`src/rtl/hazard_scoreboard_if.sv`:
```
// Decode / writeback / kill bundle between the pipeline and the hazard scoreboard.
interface hazard_scoreboard_if #(
  parameter int NREG = 32
);
  localparam int IW = $clog2(NREG);

  logic          d_valid;
  logic [IW-1:0] d_rs1;
  logic [IW-1:0] d_rs2;
  logic          d_rs1_used;
  logic          d_rs2_used;
  logic [IW-1:0] d_dst;
  logic          d_we;
  logic          d_muldiv;
  logic          mdu_busy;
  logic          wb_valid;
  logic          wb_we;
  logic [IW-1:0] wb_dst;
  logic          kill_valid;
  logic          kill_we;
  logic [IW-1:0] kill_dst;
  logic          stall;
  logic [1:0]    forwardingAA;
  logic [1:0]    forwardingBB;
  logic          issue;
  logic [NREG-1:0] pending;
  logic          sb_err;

  modport master (
    output d_valid, d_rs1, d_rs2, d_rs1_used, d_rs2_used, d_dst, d_we, d_muldiv,
           mdu_busy, wb_valid, wb_we, wb_dst, kill_valid, kill_we, kill_dst,
    input  stall, forwardingAA, forwardingBB, issue, pending, sb_err
  );

  modport slave (
    input  d_valid, d_rs1, d_rs2, d_rs1_used, d_rs2_used, d_dst, d_we, d_muldiv,
           mdu_busy, wb_valid, wb_we, wb_dst, kill_valid, kill_we, kill_dst,
    output stall, forwardingAA, forwardingBB, issue, pending, sb_err
  );
endinterface

```
`src/rtl/hazard_scoreboard.sv`:
```
// Per-register in-flight writer scoreboard: decides issue/stall/WB-bypass for the
// decode-stage instruction and gates entry into the shared mul/div unit.
module hazard_scoreboard #(
  parameter int NREG  = 32,
  parameter int CNT_W = 2
) (
  input  logic               clk,
  input  logic               reset,
  hazard_scoreboard_if.slave sb
);
  localparam int IW = $clog2(NREG);
  localparam logic [CNT_W-1:0] CNT_MAX = '1;

  logic [CNT_W-1:0] cnt     [NREG];
  logic [CNT_W-1:0] cnt_nxt [NREG];
  logic             sb_err;
  logic             underflow;
  logic             hazard;
  logic [1:0]       fwd_a;
  logic [1:0]       fwd_b;
  logic             wb_act;
  logic             kill_act;
  logic             live;

  assign wb_act   = sb.wb_valid & sb.wb_we;
  assign kill_act = sb.kill_valid & sb.kill_we;
  // Outputs are forced quiet while reset is held, even if decode is presenting work.
  assign live     = reset & sb.d_valid;

  always_comb begin
    hazard = 1'b0;
    fwd_a  = 2'd0;
    fwd_b  = 2'd0;
    if (sb.d_rs1_used && sb.d_rs1 != '0 && cnt[sb.d_rs1] != '0) begin
      if (cnt[sb.d_rs1] == CNT_W'(1) && wb_act && sb.wb_dst == sb.d_rs1)
        fwd_a = 2'd1;
      else
        hazard = 1'b1;
    end
    if (sb.d_rs2_used && sb.d_rs2 != '0 && cnt[sb.d_rs2] != '0) begin
      if (cnt[sb.d_rs2] == CNT_W'(1) && wb_act && sb.wb_dst == sb.d_rs2)
        fwd_b = 2'd1;
      else
        hazard = 1'b1;
    end
    if (sb.d_muldiv && sb.mdu_busy)
      hazard = 1'b1;
    // A full counter may still take a new writer if one retires or dies this cycle.
    if (sb.d_we && sb.d_dst != '0 && cnt[sb.d_dst] == CNT_MAX
        && !(wb_act && sb.wb_dst == sb.d_dst)
        && !(kill_act && sb.kill_dst == sb.d_dst))
      hazard = 1'b1;
  end

  assign sb.stall        = live & hazard;
  assign sb.issue        = live & ~hazard;
  assign sb.forwardingAA = live ? fwd_a : 2'd0;
  assign sb.forwardingBB = live ? fwd_b : 2'd0;
  assign sb.sb_err       = sb_err;

  always_comb begin
    logic           inc;
    logic           dec_w;
    logic           dec_k;
    logic [CNT_W:0] up;
    logic [CNT_W:0] down;
    logic [CNT_W:0] diff;
    inc       = 1'b0;
    dec_w     = 1'b0;
    dec_k     = 1'b0;
    up        = '0;
    down      = '0;
    diff      = '0;
    underflow = 1'b0;
    cnt_nxt[0] = '0;
    for (int r = 1; r < NREG; r++) begin
      inc   = sb.issue & sb.d_we & (sb.d_dst == IW'(r));
      dec_w = wb_act & (sb.wb_dst == IW'(r));
      dec_k = kill_act & (sb.kill_dst == IW'(r));
      up    = {1'b0, cnt[r]} + (CNT_W+1)'(inc);
      down  = (CNT_W+1)'(dec_w) + (CNT_W+1)'(dec_k);
      diff  = up - down;
      if (up < down) begin
        cnt_nxt[r] = '0;
        underflow  = 1'b1;
      end else begin
        cnt_nxt[r] = diff[CNT_W-1:0];
      end
    end
  end

  always_ff @(posedge clk or negedge reset) begin
    if (!reset) begin
      for (int r = 0; r < NREG; r++)
        cnt[r] <= '0;
      sb_err <= 1'b0;
    end else begin
      cnt    <= cnt_nxt;
      sb_err <= sb_err | underflow;
    end
  end

  for (genvar g = 0; g < NREG; g++) begin : g_pend
    assign sb.pending[g] = (cnt[g] != '0);
  end
endmodule

```
`src/flat_wrapper.sv`:
```
// flat-port wrapper written by rule: the top's interface ports become plain ports
module hazard_scoreboard_flat 
#(
  parameter int NREG  = 32,
  parameter int CNT_W = 2
)
  (clk, reset, sb_d_valid, sb_d_rs1, sb_d_rs2, sb_d_rs1_used, sb_d_rs2_used, sb_d_dst, sb_d_we, sb_d_muldiv, sb_mdu_busy, sb_wb_valid, sb_wb_we, sb_wb_dst, sb_kill_valid, sb_kill_we, sb_kill_dst, sb_stall, sb_forwardingAA, sb_forwardingBB, sb_issue, sb_pending, sb_sb_err);
  hazard_scoreboard_if #(.NREG(NREG)) sb_i ();
  input  logic clk;
  input  logic reset;
  input wire logic [$bits(sb_i.d_valid)-1:0] sb_d_valid;
  input wire logic [$bits(sb_i.d_rs1)-1:0] sb_d_rs1;
  input wire logic [$bits(sb_i.d_rs2)-1:0] sb_d_rs2;
  input wire logic [$bits(sb_i.d_rs1_used)-1:0] sb_d_rs1_used;
  input wire logic [$bits(sb_i.d_rs2_used)-1:0] sb_d_rs2_used;
  input wire logic [$bits(sb_i.d_dst)-1:0] sb_d_dst;
  input wire logic [$bits(sb_i.d_we)-1:0] sb_d_we;
  input wire logic [$bits(sb_i.d_muldiv)-1:0] sb_d_muldiv;
  input wire logic [$bits(sb_i.mdu_busy)-1:0] sb_mdu_busy;
  input wire logic [$bits(sb_i.wb_valid)-1:0] sb_wb_valid;
  input wire logic [$bits(sb_i.wb_we)-1:0] sb_wb_we;
  input wire logic [$bits(sb_i.wb_dst)-1:0] sb_wb_dst;
  input wire logic [$bits(sb_i.kill_valid)-1:0] sb_kill_valid;
  input wire logic [$bits(sb_i.kill_we)-1:0] sb_kill_we;
  input wire logic [$bits(sb_i.kill_dst)-1:0] sb_kill_dst;
  output wire logic [$bits(sb_i.stall)-1:0] sb_stall;
  output wire logic [$bits(sb_i.forwardingAA)-1:0] sb_forwardingAA;
  output wire logic [$bits(sb_i.forwardingBB)-1:0] sb_forwardingBB;
  output wire logic [$bits(sb_i.issue)-1:0] sb_issue;
  output wire logic [$bits(sb_i.pending)-1:0] sb_pending;
  output wire logic [$bits(sb_i.sb_err)-1:0] sb_sb_err;
  assign sb_i.d_valid = sb_d_valid;
  assign sb_i.d_rs1 = sb_d_rs1;
  assign sb_i.d_rs2 = sb_d_rs2;
  assign sb_i.d_rs1_used = sb_d_rs1_used;
  assign sb_i.d_rs2_used = sb_d_rs2_used;
  assign sb_i.d_dst = sb_d_dst;
  assign sb_i.d_we = sb_d_we;
  assign sb_i.d_muldiv = sb_d_muldiv;
  assign sb_i.mdu_busy = sb_mdu_busy;
  assign sb_i.wb_valid = sb_wb_valid;
  assign sb_i.wb_we = sb_wb_we;
  assign sb_i.wb_dst = sb_wb_dst;
  assign sb_i.kill_valid = sb_kill_valid;
  assign sb_i.kill_we = sb_kill_we;
  assign sb_i.kill_dst = sb_kill_dst;
  assign sb_stall = sb_i.stall;
  assign sb_forwardingAA = sb_i.forwardingAA;
  assign sb_forwardingBB = sb_i.forwardingBB;
  assign sb_issue = sb_i.issue;
  assign sb_pending = sb_i.pending;
  assign sb_sb_err = sb_i.sb_err;
  hazard_scoreboard #(.NREG(NREG), .CNT_W(CNT_W)) u_core (.clk(clk), .reset(reset), .sb(sb_i));
endmodule
```
`config.mk`:
```
export PLATFORM = sky130hd
export DESIGN_NAME = hazard_scoreboard_flat
export DESIGN_NICKNAME = d
export VERILOG_FILES = /design/src/rtl/hazard_scoreboard_if.sv /design/src/rtl/hazard_scoreboard.sv /design/src/flat_wrapper.sv
export SDC_FILE = /design/constraint.sdc
export NUM_CORES = 1
export LEC_CHECK = 0
export BUFFER_PORTS_ARGS = -buffer_cell sky130_fd_sc_hd__buf_2
export CAP_MARGIN = 20
export CORE_UTILIZATION = 40
export CTS_CLUSTER_DIAMETER = 60
export DETAILED_ROUTE_END_ITERATION = 6
export PLACE_DENSITY_LB_ADDON = 0.3
export SLEW_MARGIN = 10
export SYNTH_ARGS = -nofsm -noshare
export SYNTH_HDL_FRONTEND = slang
export SYNTH_SLANG_ARGS = --single-unit
```
`constraint.sdc`:
```
create_clock -name clk -period 12.88 [get_ports clk]
set_clock_uncertainty 0.05 [all_clocks]
set_input_delay 1.932 -clock clk [delete_from_list [all_inputs] [get_ports clk]]
set_output_delay 1.932 -clock clk [all_outputs]
set_load 0.05 [all_outputs]
```
==> out/summary.md <==
In the final layout, the multi-input gates occupy 5710 µm². The tools report the pin count of the biggest net entering global routing as 43. Buffers inserted to repair hold after CTS numbered 0.

At the end of routability-driven placement, the weighted congestion stood at 0.918. The post-synthesis average cell area was 8.93 µm²; the number of register bits inferred by synthesis was 63. The initial utilization of the core area, before any placement, comes to 41.4%.

Storage element area: 1580 µm². Origin of the worst setup path: sb_d_rs1[1]. The tools report the startpoint of the worst-slack reg-to-reg timing path as u_core.cnt[10].

Remaining max-slew budget at the tightest pin: 31.5%. Of the post-synthesis cell area, the dominant cell type holds 20.1%. The worst setup path is of the input port to flop kind. By count the netlist is led by sky130_fd_sc_hd__ha_1, sky130_fd_sc_hd__inv_1, sky130_fd_sc_hd__nor2_1.

The worst-case reg-to-reg path depth works out to 15. Summed over all layers, the global routing overflow is 0. Wires add up to 23.9 mm. The tools report the count of boundary I/O pins as 76. The tools report the number of antenna violations at the first check in global routing as 2.

The clock drives 63 sinks. The reg-to-reg critical path endpoint is u_core.sb.sb_err. During placement, the flow inserted port buffers numbering 72.

Most instantiated flip-flop cell in the synthesis netlist: sky130_fd_sc_hd__dfrtp_1. The region available for standard cell placement spans 19000 µm². The count of buffers added by post-CTS timing repair for setup came out at 0. The run gives 0 as the total setup violations reported at the end of the flow. The run gives 7.10 ns as the register-to-register setup slack. STA classifies the critical path endpoint as a flop. Following the worst setup path forward leads to its endpoint at u_core.sb.sb_err. By area the synthesized netlist is led by sky130_fd_sc_hd__dfrtp_1, sky130_fd_sc_hd__ha_1, sky130_fd_sc_hd__fa_1, sky130_fd_sc_hd__mux4_2, sky130_fd_sc_hd__inv_1. TritonCTS created 9 clock buffers. The number of detailed-routing iterations run before antenna repair was 5; the wire length per cell was 20.0 µm. The cell with the most instances after synthesis was sky130_fd_sc_hd__ha_1. The arrival time at the worst endpoint is 7.61 ns, and the overall die area is 20200 µm².

TritonCTS built the clock tree. In this run the remaining antenna-violating nets after routing total 0. The logs give 0 for the number of hold violations in the final report and 0 for the number of design rule violations left after detail routing. For the number of DRC markers in iteration 0, the log shows 617. The run gives 6567 as the via count of the first global-routing pass.

Detailed placement ended at an HPWL of 19.0 mm. The total via count in the routed design came out at 6752. The clock tree buffer depth is 2. Setup repair after global routing left no endpoint under its margin.

In the synthesized netlist, the number of instances is 879. Post-synthesis to final-layout area growth: 10.1%. The reported leakage power was 4.15 nW; the floorplan die width was 142 µm.

Power comes to 1.05 mW. The via count normalized by instance count came out at 5.66. For the finished layout, the period the worst path requires is 7.47 ns. The tools report the number of H-tree levels as 3. For the pin with the worst max-slew slack, the measured transition is 1.03 ns. Power density relative to cell area: 122 nW/µm². Warning count from the yosys run: 0.

The sequential share of the synthesized area came out at 20.1%. The number of placement rows is 50. The worst setup path is launched from an input port.

Hold is met by 0.712 ns. The number of diodes added for antenna fixing is 0, and the filler cell count is 1867. The top cell type by total area after synthesis is sky130_fd_sc_hd__dfrtp_1.

The tool flagged a number of max-cap violations equal to 0. The clock slew at the register clock pins of the worst setup and hold paths is 0.06 ns, and the final cycle utilization of the critical path is 58.0%. After synthesis, the netlist uses 60 different library cells. In the synthesized netlist the async set-or-reset flop fraction comes to 100%. Number of max-slew violations in the final report: 0. In the final design database the tool counted 1119 nets.

From bottom edge to top edge, the die measures 142 µm. The tools report the library cell used as clock root buffer as sky130_fd_sc_hd__clkbuf_16. Layout cell share with drive strength beyond 1: 15.9%.

The tools report the timing-limited maximum frequency as 134 MHz. The class of the worst hold path was flop to flop. The synthesized design contains 0 enable-type register cells.

The first global-routing pass estimated 37.8 mm of wire. The number of gates resized after CTS was 0. In this run the cell area of the synthesized design comes to 7850 µm². IR analysis of the VDD net gives a maximum drop of 0.0000923 V.

The overall fraction of global-route tracks in use is 25.1%, and the worst endpoint required time is 13.02 ns. The maximum net fanout on the critical path works out to 25. For the source-to-sink clock delay at the later pin of the worst-skew pair, the log shows 0.35 ns. For the final routed database, the setup TNS stands at 0 ns. The run finished with clean final reports.
-- cell type report --
cell class,instances,area share [%]
multi-input cells,681,66.1
flip-flops and latches,63,18.2
inverters,99,4.30
repair buffers,73,4.26
well taps,260,3.77
clock buffers,12,2.85
clock inverters,4,0.521
-- critical path, cell delays in order --
cell and delay, ns:
sky130_fd_sc_hd__buf_2 0.51, sky130_fd_sc_hd__mux2_2 0.41, sky130_fd_sc_hd__a221o_1 0.34, sky130_fd_sc_hd__a31oi_1 0.18, sky130_fd_sc_hd__a211oi_1 0.11, sky130_fd_sc_hd__a2111o_1 0.64
sky130_fd_sc_hd__or3_1 0.72, sky130_fd_sc_hd__nor3_1 0.29, sky130_fd_sc_hd__ha_1 0.21, sky130_fd_sc_hd__inv_1 0.06, sky130_fd_sc_hd__fa_1 0.49, sky130_fd_sc_hd__or3_1 0.38
sky130_fd_sc_hd__a22o_1 0.20, sky130_fd_sc_hd__a221o_1 0.28, sky130_fd_sc_hd__a2111oi_0 0.68, sky130_fd_sc_hd__nand3_1 0.14
-- power by group --
part           internal, mW  switching, mW
logic                 0.158          0.313
registers             0.241         0.0891
clock network         0.154         0.0975
-- registers in the layout, indices dropped and copies added, names as in the netlist --
| signal | count |
|---|---|
| u_core.cnt | 62 |
| u_core.sb.sb_err | 1 |
-- metal layers --
metal | GRT usage, % | vias up | share of wire [%]
li1 | - | 3155 | -
met1 | 35.9 | 3216 | 45
met2 | 36.5 | 336 | 42
met3 | 6.02 | 41 | 10
met4 | 9.45 | 4 | 2.3
met5 | 0 | - | 0.096
-- worst min path at each step --
stage	start	to	slack, ns	depth (start not counted)
floorplan	u_core.cnt[55]	u_core.cnt[54]	0.64	3
global placement	u_core.cnt[55]	u_core.cnt[54]	0.71	3
detailed placement	u_core.cnt[55]	u_core.cnt[54]	0.70	3
CTS	u_core.cnt[55]	u_core.cnt[54]	0.71	3
global route	u_core.cnt[55]	u_core.cnt[54]	0.75	3
finish	u_core.cnt[55]	u_core.cnt[54]	0.71	3
-- placed cells by master, fill, tap and decap left out, types with 9 or more instances in the layout --
| master | instances |
|---|---|
| sky130_fd_sc_hd__ha_1 | 124 |
| sky130_fd_sc_hd__nor2_1 | 98 |
| sky130_fd_sc_hd__inv_1 | 98 |
| sky130_fd_sc_hd__buf_2 | 72 |
| sky130_fd_sc_hd__dfrtp_1 | 63 |
| sky130_fd_sc_hd__xnor2_1 | 41 |
| sky130_fd_sc_hd__nand2_1 | 40 |
| sky130_fd_sc_hd__nor3_1 | 36 |
| sky130_fd_sc_hd__or2_2 | 33 |
| sky130_fd_sc_hd__a21oi_1 | 32 |
| sky130_fd_sc_hd__or3_1 | 32 |
| sky130_fd_sc_hd__fa_1 | 31 |
| sky130_fd_sc_hd__mux2i_1 | 21 |
| sky130_fd_sc_hd__nand3_1 | 20 |
| sky130_fd_sc_hd__mux4_2 | 20 |
| sky130_fd_sc_hd__nor4_1 | 17 |
| sky130_fd_sc_hd__nand4_1 | 10 |
| sky130_fd_sc_hd__nor2b_1 | 9 |
| sky130_fd_sc_hd__nand2b_1 | 9 |
| sky130_fd_sc_hd__clkbuf_16 | 9 |
-- metrics by stage --
stage	utilization [%]	cells	setup WS, ns	instance area (µm²)
floorplan	-	881	6.10	7860
detailed placement	44.0	1176	5.18	8350
global route	45.6	1192	5.12	8640
finish	45.6	1192	5.41	8640
CTS	45.6	1192	5.58	8640
global placement	44.0	1176	5.29	8350
-- kinds of logic (layout without fill, tap and decap cells) --
group / count (synthesis) / in the layout / synth area share (%)
buffers and inverters: 137 / 188 / 7.30
other: 1 / 3 / 0.0478
AOI/OAI and AO/OA: 99 / 99 / 8.83
adders and majority gates: 155 / 155 / 27.7
DFF: 63 / 63 / 20.1
xor gates and xnor gates: 49 / 49 / 5.47
muxes: 47 / 47 / 9.28
and+or+nand+nor: 328 / 328 / 21.3
Note: power is estimated with default switching activity, not from simulation.
